## src/rtl/dsp_pkg.sv

```systemverilog
// Shared widths and pipeline constants for the pre-add / multiply / accumulate slice.
package dsp_pkg;

   localparam int AD_W    = 9;   // A and D operands
   localparam int PRE_W   = 10;  // pre-adder result A - D
   localparam int B_W     = 8;   // coefficient
   localparam int M_W     = 18;  // product
   localparam int ACC_W   = 24;  // accumulator / rrC

   localparam int PIPE_DEPTH = 3;  // sample-in to P latency
   localparam int RRC_OFFSET = 2;  // cycle after a load sample at which rrC is taken

   typedef struct packed {
      logic load;
      logic clear;
   } ctrl_t;

   function automatic logic signed [ACC_W-1:0] sext_m(input logic signed [M_W-1:0] m);
      return {{(ACC_W-M_W){m[M_W-1]}}, m};
   endfunction

endpackage

```

## src/rtl/dsp.sv

```systemverilog
// (A - D) x B pipelined MAC with clear / load-from-rrC / accumulate and a tag
// pipeline marking the cycle P holds a finished row sum. Shaped for one DSP slice.
module dsp
   import dsp_pkg::*;
(
   input  logic                    clk,
   input  logic                    rst,
   input  logic                    load,
   input  logic                    clear,
   input  logic                    idelay,
   input  logic signed [AD_W-1:0]  A,
   input  logic signed [B_W-1:0]   B,
   input  logic signed [ACC_W-1:0] rrC,
   input  logic signed [AD_W-1:0]  D,
   output logic signed [ACC_W-1:0] P,
   output logic                    odelay_pre1,
   output logic                    odelay
);

   logic signed [AD_W-1:0]  a_q, d_q;
   logic signed [B_W-1:0]   b1_q, b2_q;
   ctrl_t                   ctrl1_q, ctrl2_q;
   logic signed [PRE_W-1:0] ad_d, ad_q;
   logic signed [M_W-1:0]   m;
   logic signed [ACC_W-1:0] p_d, p_q;
   logic [PIPE_DEPTH-1:0]   tag_q;

   always_comb begin
      ad_d = {a_q[AD_W-1], a_q} - {d_q[AD_W-1], d_q};
      m    = ad_q * b2_q;
   end

   // NOTE: every always_comb output gets a default before any branch so no latch is inferred.
   always_comb begin
      p_d = p_q + sext_m(m);
      if (ctrl2_q.clear)
         p_d = sext_m(m);
      else if (ctrl2_q.load)
         p_d = rrC + sext_m(m);
   end

   // NOTE: sequential state uses non-blocking assignments so every stage samples pre-edge values.
   always_ff @(posedge clk or negedge rst) begin
      if (!rst) begin
         a_q     <= '0;
         d_q     <= '0;
         b1_q    <= '0;
         b2_q    <= '0;
         ctrl1_q <= '0;
         ctrl2_q <= '0;
         ad_q    <= '0;
         p_q     <= '0;
         tag_q   <= '0;
      end else begin
         a_q     <= A;
         d_q     <= D;
         b1_q    <= B;
         ctrl1_q <= '{load: load, clear: clear};
         ad_q    <= ad_d;
         b2_q    <= b1_q;
         ctrl2_q <= ctrl1_q;
         p_q     <= p_d;
         tag_q   <= {tag_q[PIPE_DEPTH-2:0], idelay};
      end
   end

   assign P           = p_q;
   assign odelay_pre1 = tag_q[RRC_OFFSET-1];
   assign odelay      = tag_q[PIPE_DEPTH-1];

endmodule

```

## config.mk

```make
export PLATFORM = sky130hd
export DESIGN_NAME = dsp
export DESIGN_NICKNAME = d
export VERILOG_FILES = /design/src/rtl/dsp_pkg.sv /design/src/rtl/dsp.sv
export SDC_FILE = /design/constraint.sdc
export NUM_CORES = 1
export LEC_CHECK = 0
export CAP_MARGIN = 20
export CORE_MARGIN = 8
export CORE_UTILIZATION = 50
export DETAILED_ROUTE_END_ITERATION = 7
export PLACE_DENSITY = 0.81
export SYNTH_ARGS = -nofsm -noshare
export SYNTH_HDL_FRONTEND = slang
export SYNTH_SLANG_ARGS = --single-unit
export TNS_END_PERCENT = 5
```

## constraint.sdc

```tcl
create_clock -name clk -period 5.9 [get_ports clk]
set_input_delay 0.59 -clock clk [delete_from_list [all_inputs] [get_ports clk]]
set_output_delay 0.59 -clock clk [all_outputs]
set_load 0.01 [all_outputs]
```

; ---- Word-level counts from Yosys, hierarchy flattened
; Index checks and enable logic that the tools add are counted.
[op_classes]
n_addsub = 3
n_shift = 0
bitwise_logic = 0
n_mux = 2
div_mod_pow = 0
n_mul = 1
magnitude_cmp = 0
n_reduce_logical = 0
eq_ne = 0
[ops]
columns = op, count
row1 = adder 24 x 18 -> 24 bit, 2
row2 = two-way mux 24 bit, 2
row3 = multiplier 10 x 8 -> 18 bit, 1
row4 = subtractor 9 x 9 -> 10 bit, 1
[word_totals]
latch_bits = 0
elab_cells = 17
memories = 0
rom_bits = 0
ff_bits = 75
in_bits = 55
out_inout_bits = 26
mem_bits_rw = 0

; ---- Logic depth before layout (Yosys ltp)
[logic_depth]
ltp_word = 4
ltp_mapped = 30
ltp_nobuf = 29

; ---- Worst setup path before layout
; Ideal clock, no wire load.
[synth_path]
path_kind = flip-flop to flip-flop
startpoint = reg b2_q[4]
endpoint = reg p_q[22], in the netlist P[22]
arrival_time_ps = 6323
period_less_slack_ps = 6442
path_slack_ps = -542
n_path_buf = 1
required_time_ps = 5781
stages_incl_launch_ff = 30
setup_ps = 119
cell_sequence = dfrtp_1 clkbuf_1 nand2_1 fa_1 fa_1 inv_1 fa_1 inv_1 fa_1 inv_1 ha_1 o21ai_0 nor2_1 o21a_1 nor2_1 o21bai_1 a21oi_1 xnor2_1 ha_1 a21oi_1 o21ai_0 or3_1 o2111ai_1 mux2i_1 nor2_1 o311ai_0 o41ai_2 nor4_1 a211o_1 o21a_1
[synth_between]
elab_chain_cells = 4
elab_cells_between_ends = 5
cone_classes = 2 x add/sub / 1 x mul / 2 x mux
[synth_rtl]
columns = element, line_no
row1 = "start, declared", dsp.sv:21  ; logic signed [B_W-1:0] b1_q, b2_q;
row2 = "start signal, assigned", dsp.sv:60  ; b2_q <= b1_q;
row3 = multiplier 10 x 8 -> 18 bit *, dsp.sv:30  ; m = ad_q * b2_q;
row4 = adder 24 x 18 -> 24 bit (on tied branches), "dsp.sv:35, dsp.sv:39"
row5 = two-way mux 24 bit, dsp.sv:38  ; else if (ctrl2_q.load)
row6 = two-way mux 24 bit *, dsp.sv:36  ; if (ctrl2_q.clear)
row7 = named net p_d[22], dsp.sv:25  ; logic signed [ACC_W-1:0] p_d, p_q;
row8 = "end signal, assigned", dsp.sv:62  ; p_q <= p_d;
row9 = "end, declared", dsp.sv:25
; The timed path passes the listed nets; every way through them passes the cells marked *.

; ---- Worst setup path in the final report
[layout_path]
startpoint = reg b2_q[4]
endpoint = reg p_q[21], in the netlist P[21]
; Same word-level chain as after synthesis.

==> reports/summary.json <==
{
  "worst_pin_slew_ps": 923.9,
  "yosys_register_bits": 75,
  "drc_violation_count_after_routing": 0,
  "synthesis.yosys.warnings": 0,
  "std_cell_rows": 43,
  "antenna_found_initial": 0,
  "ys_async_sr_fraction_pct": 100.0,
  "cts_buffers": 9,
  "total_wirelength_of_the_detailed_routed_design_mm": 15.48,
  "firstDrtPassIters": 4,
  "fin_crit_ps": 6226,
  "placement.setup.worst_slack_ps": -394.5,
  "dr_total_vias": 5527,
  "core-area_sq_um": 13830,
  "cts_buffer_depth": 2,
  "final.setup.tns_ps": -1424,
  "antenna_diode_count": 0,
  "maximum_frequency_from_static_timing_analysis_mhz": 160.6,
  "synth_edf_count": 0,
  "via_per_inst": 5.103,
  "synth.largest_area_cell": "sky130_fd_sc_hd__dfrtp_1",
  "min-delay-path-class": "reg2reg",
  "yosys.cell_count.top_type": "sky130_fd_sc_hd__inv_1",
  "dominantRegCellSynth": "sky130_fd_sc_hd__dfrtp_1",
  "synth_seq_area_share_pct": 26.71,
  "clock-skew-final_ps": 6.785,
  "yosys-top-cells-area": "sky130_fd_sc_hd__dfrtp_1 27%, sky130_fd_sc_hd__fa_1 20%, sky130_fd_sc_hd__ha_1 11%, sky130_fd_sc_hd__inv_1 6.5%, sky130_fd_sc_hd__and2_1 4.2%",
  "io_buffers": 80,
  "wire_per_inst_um": 14.29,
  "die_h_um": 134.5,
  "mappedNetlistArea_sq_um": 7027,
  "initialDrtViolationCount": 193,
  "worst_path_largest_cell_delay_ps": 560,
  "crit_required_ps": 6170,
  "cts.clk_slew.worst_paths_ps": 60,
  "critical_path_peak_fanout": 7,
  "post_route_setup_slack_ps": -325.7,
  "min_period_over_period_pct": 105.5,
  "setup.worst_path.end_class": "flop",
  "synth_cell_types": 54,
  "layout-drive-gt1-share_pct": 20.82,
  "setup_violations": 6,
  "clkLatencyLatePin_ps": 350,
  "cts_tree": "yes",
  "critPathLaunchType": "flop",
  "report.final.slew_viol_count": 0,
  "die_w_um": 134.5,
  "initial_utilization_pct": 50.82,
  "cp_common_cell": "sky130_fd_sc_hd__fa_1",
  "top_layer_in_use": "met4",
  "die-area_sq_um": 18100,
  "filler_cell_count": 1054,
  "post_synth_inst_count": 713,
  "maxCapViolCount": 0,
  "first_global_vias": 5994,
  "synthToLayoutAreaGrowth_pct": 31.59,
  "cts.root.buffer_cell": "sky130_fd_sc_hd__clkbuf_16",
  "critPathArrivalTime_ps": 6500,
  "pin_count": 81,
  "hpwlAfterDp_mm": 12.27,
  "rsz0062_at_grt": "yes",
  "synth.net_count": 899,
  "worst_slew_margin_rel_pct": 38.40,
  "number_of_clock_sinks": 75,
  "dr_wl_met2_mm": 8.217,
  "post-synth-top-area-fraction_pct": 26.71,
  "met3_wirelength_um": 784,
  "wl_met1_mm": 6.221,
  "largest_net_degree_at_the_start_of_global_routing": 76,
  "grt_first_pass_wirelength_mm": 27.14,
  "status": "finished with violations",
  "syn_avg_cell_area_sq_um": 9.855,
  "critical_path_class": "reg2reg",
  "hold_ws_ps": 349.3,
  "grt_overflow_total": 0,
  "layout.nets": 1084,
  "timing_hold_violations_final": 0,
  "htreeDepth": 3,
  "detail-route-antenna-nets": 0,
  "netlist_top_cells_count": "121 x sky130_fd_sc_hd__inv_1, 75 x sky130_fd_sc_hd__dfrtp_1, 69 x sky130_fd_sc_hd__fa_1, 62 x sky130_fd_sc_hd__ha_1, 48 x sky130_fd_sc_hd__nand2_1",
  "gp_routability_congestion": 0.8697,
  "violations": "negative setup slack",
  "timing.critical_path.slowest_stage_cell": "sky130_fd_sc_hd__fa_1",
  "grt_usage_pct": 18.56
}
==> worst max-delay path, delay by kind of cell (launching register included) <==
family                   cells  cell delay [ps]
buffers and inverters        5              440
AND/OR/NAND/NOR              5              780
AO/OA/AOI/OAI                8             1440
adder cells (fa/ha/maj)      6             2720
XOR/XNOR                     2              330
flip-flops                   1              430
==> what timing repair did <==
item,in CTS,in global routing
resized for setup,19,7
pin swaps,22,6
setup buffers,10,2
endpoints found under the setup margin,8,8
hold buffers,0,0
endpoints found under the hold margin,0,0
==> logic make-up (layout without fill, tap and decap cells) <==
kind of cell / count (synthesis) / in the layout / share of synthesized area [%]
and+or+nand+nor: 173 / 173 / 12.39
buffers and inverters: 134 / 324 / 7.265
xor gates and xnor gates: 44 / 44 / 5.591
muxes: 32 / 32 / 4.950
DFF: 75 / 75 / 26.71
adders and majority gates: 132 / 132 / 30.84
AOI/OAI and AO/OA: 123 / 123 / 12.25
==> path summary, 6_finish.rpt <==
check	from	slack, ps	to	cells past startpoint
worst max-delay path	b2_q[4]	-330	P[21]	26
worst min-delay path	ctrl1_q[0]	350	ctrl2_q[0]	0
worst max register to register	b2_q[4]	-330	P[21]	26
worst min register to register	ctrl1_q[0]	350	ctrl2_q[0]	0
max in group asynchronous	rst	4870	b2_q[1]	1
min in group asynchronous	rst	380	b1_q[3]	1
==> cell type report <==
cell class | count | area [sq um] | area share (%)
Multi-Input combinational cell | 504 | 4795 | 51.85
Sequential cell | 75 | 1889 | 20.43
Timing Repair Buffer | 186 | 1594 | 17.24
Inverter | 122 | 462.9 | 5.007
Clock buffer | 11 | 242.7 | 2.625
Tap cell | 180 | 225.2 | 2.436
Clock inverter | 5 | 37.54 | 0.4060
==> state kept, by name (all words and copies together), names as in the netlist <==
| name | count |
|---|---|
| P | 24 |
| a_q | 9 |
| ad_q | 10 |
| b1_q | 8 |
| b2_q | 8 |
| ctrl1_q | 2 |
| ctrl2_q | 2 |
| d_q | 9 |
| tag_q | 3 |
==> per-stage QoR <==
stage                     utilization, %  area (sq um)  instances
after global placement             63.47          8776       1055
after detailed placement           63.47          8776       1055
final                              66.87          9246       1083
after CTS                          66.65          9215       1081
after global routing               66.87          9246       1083
after floorplan                        -          7112        713
==> metal layers <==
metal	up-vias	track usage (%)
li1	2686	-
met1	2710	20.94
met2	110	33.79
met3	21	4.718
met4	0	5.240
met5	-	0
==> placed cells by master (no fill, tap or decap), drive strengths merged, types with 3 or more instances in the layout <==
cell	synthesis	final
inv	121	122
buf	2	107
clkdlybuf4s50	0	79
dfrtp	75	75
fa	69	69
ha	62	62
nand2	48	48
and2	47	47
nor2	34	34
o21ai	32	32
a21oi	27	27
xnor2	23	23
mux2	22	22
xor2	21	21
a21o	18	18
nand2b	12	12
clkbuf	10	11
mux2i	10	10
nor3	9	9
o21a	8	8
a211oi	7	7
nor2b	6	6
nand3	6	6
o21bai	5	5
o211ai	3	3
o31a	3	3
clkinv	1	3
o41ai	3	3
Power is left out: the tool's default activity adds up to more than one toggle a clock period on the data nets, which glitch-free logic cannot reach.
